File: src/rtl/uart_rx_cfg.sv
// Configurable UART receiver: DATA_BITS/PARITY/STOP_BITS framing, 3-sample majority vote per bit.
// Define UART_RX_CFG_BREAK_EN to add break detection (break_det port, BREAK_WAIT state).
module uart_rx_cfg #(
  parameter int CLK_FREQ  = 12_000_000,
  parameter int BAUD_RATE = 115200,
  parameter int DATA_BITS = 8,
  parameter int PARITY    = 0,
  parameter int STOP_BITS = 1
) (
  input  logic                 clk,
  input  logic                 rst_n,
  input  logic                 rx,
  output logic [DATA_BITS-1:0] data,
  output logic                 valid,
  output logic                 frame_err,
  output logic                 parity_err,
  output logic                 busy
`ifdef UART_RX_CFG_BREAK_EN
  ,
  output logic                 break_det
`endif
);
  localparam int CPB  = CLK_FREQ / BAUD_RATE;
  localparam int HALF = CPB / 2;
  localparam int CW   = $clog2(CPB);

  if (CPB < 8) begin : g_cpb_chk
    $error("uart_rx_cfg: CLK_FREQ/BAUD_RATE must be at least 8");
  end
  if (DATA_BITS < 5 || DATA_BITS > 9) begin : g_db_chk
    $error("uart_rx_cfg: DATA_BITS must be 5..9");
  end

`ifdef UART_RX_CFG_BREAK_EN
  typedef enum logic [2:0] {IDLE, START, DATA, PAR, STOP, BREAK_WAIT} state_t;
`else
  typedef enum logic [2:0] {IDLE, START, DATA, PAR, STOP} state_t;
`endif

  state_t                 state, state_d;
  logic [1:0]             sync;
  logic                   rs;
  logic [CW-1:0]          cnt;
  logic [1:0]             samp;
  logic [3:0]             bidx;
  logic [DATA_BITS-1:0]   sh;
  logic                   ferr_acc, perr_acc;
  logic                   maj, dec, fin;
`ifdef UART_RX_CFG_BREAK_EN
  logic                   allz, brk;
`endif

  assign rs   = sync[1];
  assign busy = (state != IDLE);
  assign maj  = (samp[0] & samp[1]) | (samp[0] & rs) | (samp[1] & rs);
  // Decision point is T_k+1: the third sample is rs itself this cycle.
  assign dec  = (state == START || state == DATA || state == PAR || state == STOP) &&
                (cnt == CW'(HALF));

  always_comb begin
    state_d = state;
    fin     = 1'b0;
`ifdef UART_RX_CFG_BREAK_EN
    brk     = 1'b0;
`endif
    case (state)
      IDLE:  if (!rs) state_d = START;
      START: if (dec) state_d = maj ? IDLE : DATA;
      DATA:  if (dec && bidx == 4'(DATA_BITS-1)) state_d = (PARITY != 0) ? PAR : STOP;
      PAR:   if (dec) state_d = STOP;
      STOP: begin
        if (dec && bidx == 4'(STOP_BITS-1)) begin
          fin     = 1'b1;
          state_d = IDLE;
`ifdef UART_RX_CFG_BREAK_EN
          brk = allz & ~maj;
          if (brk) state_d = BREAK_WAIT;
`endif
        end
      end
`ifdef UART_RX_CFG_BREAK_EN
      BREAK_WAIT: if (rs && cnt == CW'(CPB-1)) state_d = IDLE;
`endif
      default: state_d = IDLE;
    endcase
  end

  always_ff @(posedge clk) begin
    if (!rst_n) begin
      state      <= IDLE;
      sync       <= 2'b11;
      cnt        <= '0;
      samp       <= '0;
      bidx       <= '0;
      sh         <= '0;
      ferr_acc   <= 1'b0;
      perr_acc   <= 1'b0;
      data       <= '0;
      valid      <= 1'b0;
      frame_err  <= 1'b0;
      parity_err <= 1'b0;
`ifdef UART_RX_CFG_BREAK_EN
      allz       <= 1'b0;
      break_det  <= 1'b0;
`endif
    end else begin
      state <= state_d;
      sync  <= {sync[0], rx};
      valid <= 1'b0;
`ifdef UART_RX_CFG_BREAK_EN
      break_det <= 1'b0;
      if (state == BREAK_WAIT) cnt <= rs ? cnt + 1'b1 : '0;
      else
`endif
      if (state == IDLE || state_d == IDLE) cnt <= '0;
      else cnt <= (cnt == CW'(CPB-1)) ? '0 : cnt + 1'b1;

      if (cnt == CW'(HALF-2)) samp[0] <= rs;
      if (cnt == CW'(HALF-1)) samp[1] <= rs;

      case (state)
        START: begin
          bidx     <= '0;
          ferr_acc <= 1'b0;
          perr_acc <= 1'b0;
`ifdef UART_RX_CFG_BREAK_EN
          allz     <= 1'b1;
`endif
        end
        DATA: if (dec) begin
          sh   <= {maj, sh[DATA_BITS-1:1]};
          bidx <= (bidx == 4'(DATA_BITS-1)) ? '0 : bidx + 1'b1;
        end
        PAR: if (dec)
          perr_acc <= (PARITY == 1) ? ~(^sh ^ maj) : (^sh ^ maj);
        STOP: if (dec) begin
          bidx <= bidx + 1'b1;
          if (!maj) ferr_acc <= 1'b1;
        end
        default: ;
      endcase
`ifdef UART_RX_CFG_BREAK_EN
      if (dec && state != START && maj) allz <= 1'b0;
`endif

      if (fin) begin
        valid      <= 1'b1;
        data       <= sh;
        frame_err  <= ferr_acc | ~maj;
        parity_err <= perr_acc;
`ifdef UART_RX_CFG_BREAK_EN
        break_det  <= brk;
`endif
      end
    end
  end
endmodule

File: config.mk
export PLATFORM = sky130hd
export DESIGN_NAME = uart_rx_cfg
export DESIGN_NICKNAME = d
export VERILOG_FILES = /design/src/rtl/uart_rx_cfg.sv
export SDC_FILE = /design/constraint.sdc
export NUM_CORES = 1
export LEC_CHECK = 0
export ABC_AREA = 1
export BUFFER_PORTS_ARGS = -buffer_cell sky130_fd_sc_hd__buf_2
export CORE_ASPECT_RATIO = 0.9
export CORE_MARGIN = 4
export CORE_UTILIZATION = 30
export CTS_CLUSTER_DIAMETER = 50
export CTS_CLUSTER_SIZE = 20
export DETAILED_ROUTE_END_ITERATION = 12
export GPL_ROUTABILITY_DRIVEN = 0
export GPL_TIMING_DRIVEN = 0
export SYNTH_ARGS = -nofsm -noshare
export SYNTH_HDL_FRONTEND = slang
export SYNTH_SLANG_ARGS = --single-unit
export TNS_END_PERCENT = 50
File: constraint.sdc
create_clock -name clk -period 2.1 [get_ports clk]
set_input_delay 0.21 -clock clk [delete_from_list [all_inputs] [get_ports clk]]
set_output_delay 0.21 -clock clk [all_outputs]
set_load 0.01 [all_outputs]
==> out/qor.yml <==
reg2reg_depth: 7
critPathCapture: "data[1]"
cts_tree: "done"
post_cts.repair.setup_buffers: 0
ctsResizeCount: 0
timing_worst_setup_path_type: "flop to flop"
p_total_uw: 1280
max_freq_ghz: 0.605
yosysSeqAreaShare_pct: 42.9
ys_top_cells_by_area: "dfxtp_1, nor2_1, nand2_1, inv_1, o21ai_0"
clkLatencyLatePin_ps: 280
grt_setup_unrepaired: "no"
dr.pass1.iters: 4
synth_top_cell_by_area: "dfxtp_1"
reg2reg_from: "bidx[0]"
drive_above_1_share_pct: 15.3
coreArea_mm2: 0.00579
clock_skew_ps: 3.23
grt_pass1_vias: 1375
yosys_register_bits: 39
place.detailed.hpwl_mm: 2.62
r2r_slack_ps: 450
max-cap-violations: 0
cts_hold_buf: 0
drt-initial-drc-count: 77
finalHoldViolations: 0
fin_crit_sh_pct: 78.7
viasPerCell: 4.44
die_x_um: 90.1
area_growth_pct: 13.3
drc_errors: 0
htreeDepth: 2
slew_violations: 0
setup_violations: 0
p_leak_uw: 0.000946
wl_per_cell_um: 10.3
fp.dieH_um: 81.9
grt_antenna_before_repair: 0
grt_max_degree: 13
p_per_area_mw_per_mm2: 620
start_util_pct: 31.4
clock_path_buffers: 2
grt-ovfl-total: 0
synthesis.nets: 248
fin_nets: 269
port_buffers: 14
cp-end-kind: "flop"
outcome: "finished clean"
crit_fanout: 10
synth_area_per_cell_um2: 7.59
diodes: 0
crit_arrival_ps: 1820
die_area_mm2: 0.00738
worstSetupStartpoint: "bidx[0]"
holdCritPathClass: "input port to flop"
synth.top_cell.area_share_pct: 42.9
track_usage_pct: 9.95
start_kind: "flop"
drt_wl_total_mm: 3.43
tns_ps: 0
hold-worst-slack_ps: 113
path_clk_slew_ps: 70
synthDistinctLibCells: 31
irDropWorstVdd_mv: 0.366
syn-cell-area_mm2: 0.00182
root_buffer: "clkbuf_8"
boundaryPins: 15
grt_pass1_wl_mm: 6.07
n_fill_cell: 611
num_vias: 1474
period_minus_slack_ps: 1650
cts_buffers: 5
slew-limit-headroom_pct: 55.1
netlist_instances: 240
required_ps: 2270
r2r-end: "data[1]"
postRouteAntennaNets: 0
ys.warnings.count: 0
max_slew.worst_pin.slew_ps: 666
clock_sinks: 39
core.rowCount: 26
power breakdown:
part	internal, uW	total (uW)	switching (uW)
sequential	744	749	4.04
combinational	18.9	55.6	36.7
clock	227	475	248
final cells by class:
| cell class | instances | area [um2] | share of cell area, % |
|---|---|---|---|
| plain buffers | 5 | 21.3 | 1.03 |
| clock buffers | 5 | 68.8 | 3.34 |
| clock inverters | 3 | 15.0 | 0.728 |
| inverters | 34 | 128 | 6.19 |
| multi-input cells | 162 | 891 | 43.2 |
| flip-flops and latches | 39 | 781 | 37.9 |
| well taps | 70 | 87.6 | 4.25 |
| repair buffers | 14 | 70.1 | 3.40 |
cells in the mapped netlist, drive strengths merged:
| cell type | count |
|---|---|
| a211oi | 2 |
| a21oi | 18 |
| a31oi | 1 |
| and3 | 1 |
| buf | 1 |
| clkbuf | 4 |
| dfxtp | 39 |
| ha | 5 |
| inv | 34 |
| nand2 | 32 |
| nand3 | 16 |
| nand4 | 3 |
| nor2 | 45 |
| nor3 | 4 |
| nor3b | 1 |
| o21ai | 21 |
| o31ai | 1 |
| or2 | 2 |
| xnor2 | 5 |
| xor2 | 5 |
routing by layer:
layer  GRT usage, %  routed length [um]
met1           13.4                1920
met4           3.36                  29
met3           2.93                 119
met2           15.3                1370
met5              0                   0
cells by family (layout without fill, tap and decap cells):
kind of cell             after synthesis  in the layout  share of synthesized area, %
AND/OR/NAND/NOR                      104            104                          26.7
adder cells (fa/ha/maj)                5              5                          3.44
AO/OA/AOI/OAI                         43             43                          14.0
flip-flops                            39             39                          42.9
XOR/XNOR                              10             10                          4.81
buffers and inverters                 39             61                          8.18
registers in the layout (all words and copies together), names as in the netlist:
name        cells
bidx            4
data            8
samp            2
perr_acc        1
cnt             7
valid           1
frame_err       1
ferr_acc        1
sh              8
state           3
sync            2
parity_err      1
layout by cell type, fill, tap and decap left out:
master	n
nor2_1	41
dfxtp_1	39
nand2_1	32
inv_1	31
o21ai_0	19
a21oi_1	17
buf_2	15
nand3_1	13
xnor2_1	5
xor2_1	5
ha_1	5
clkbuf_8	5
nor3_1	4
inv_2	3
clkbuf_1	3
nand4_1	3
clkinv_2	3
nor2_2	2
nand3_2	2
or2_2	2
nand3_4	1
nor2_8	1
and3_1	1
o21ai_2	1
nor2_4	1
a211oi_1	1
o31ai_1	1
a211oi_2	1
nor3b_1	1
clkbuf_2	1
a21oi_4	1
a31oi_1	1
o21ai_4	1
per-stage QoR:
step | std cells | utilization [%] | area, um2 | setup slack (ps)
2_1_floorplan | 240 | - | 1820 | 652
5_1_grt | 332 | 35.6 | 2060 | 258
4_1_cts | 332 | 35.6 | 2060 | 440
6_report | 332 | 35.6 | 2060 | 447
3_3_place_gp | 324 | 34.2 | 1980 | 439
3_5_place_dp | 324 | 34.2 | 1980 | 462
worst max-delay path, cell delays in order, from the launching register on:
cell and delay (ps):
dfxtp_1 330, inv_1 90, ha_1 150, nor3b_1 290, nand4_1 190, clkbuf_2 200, o21ai_0 220, a21oi_1 60
worst min-delay path by stage:
stage	start	slack (ps)	cells after the start	endpoint
floorplan	rx	320	1	sync[0]
global placement	sync[0]	390	1	sync[1]
detailed placement	rx	400	2	sync[0]
CTS	rx	100	2	sync[0]
global route	rx	110	2	sync[0]
finish	rx	110	2	sync[0]
Power figures use the tool's default switching activity.
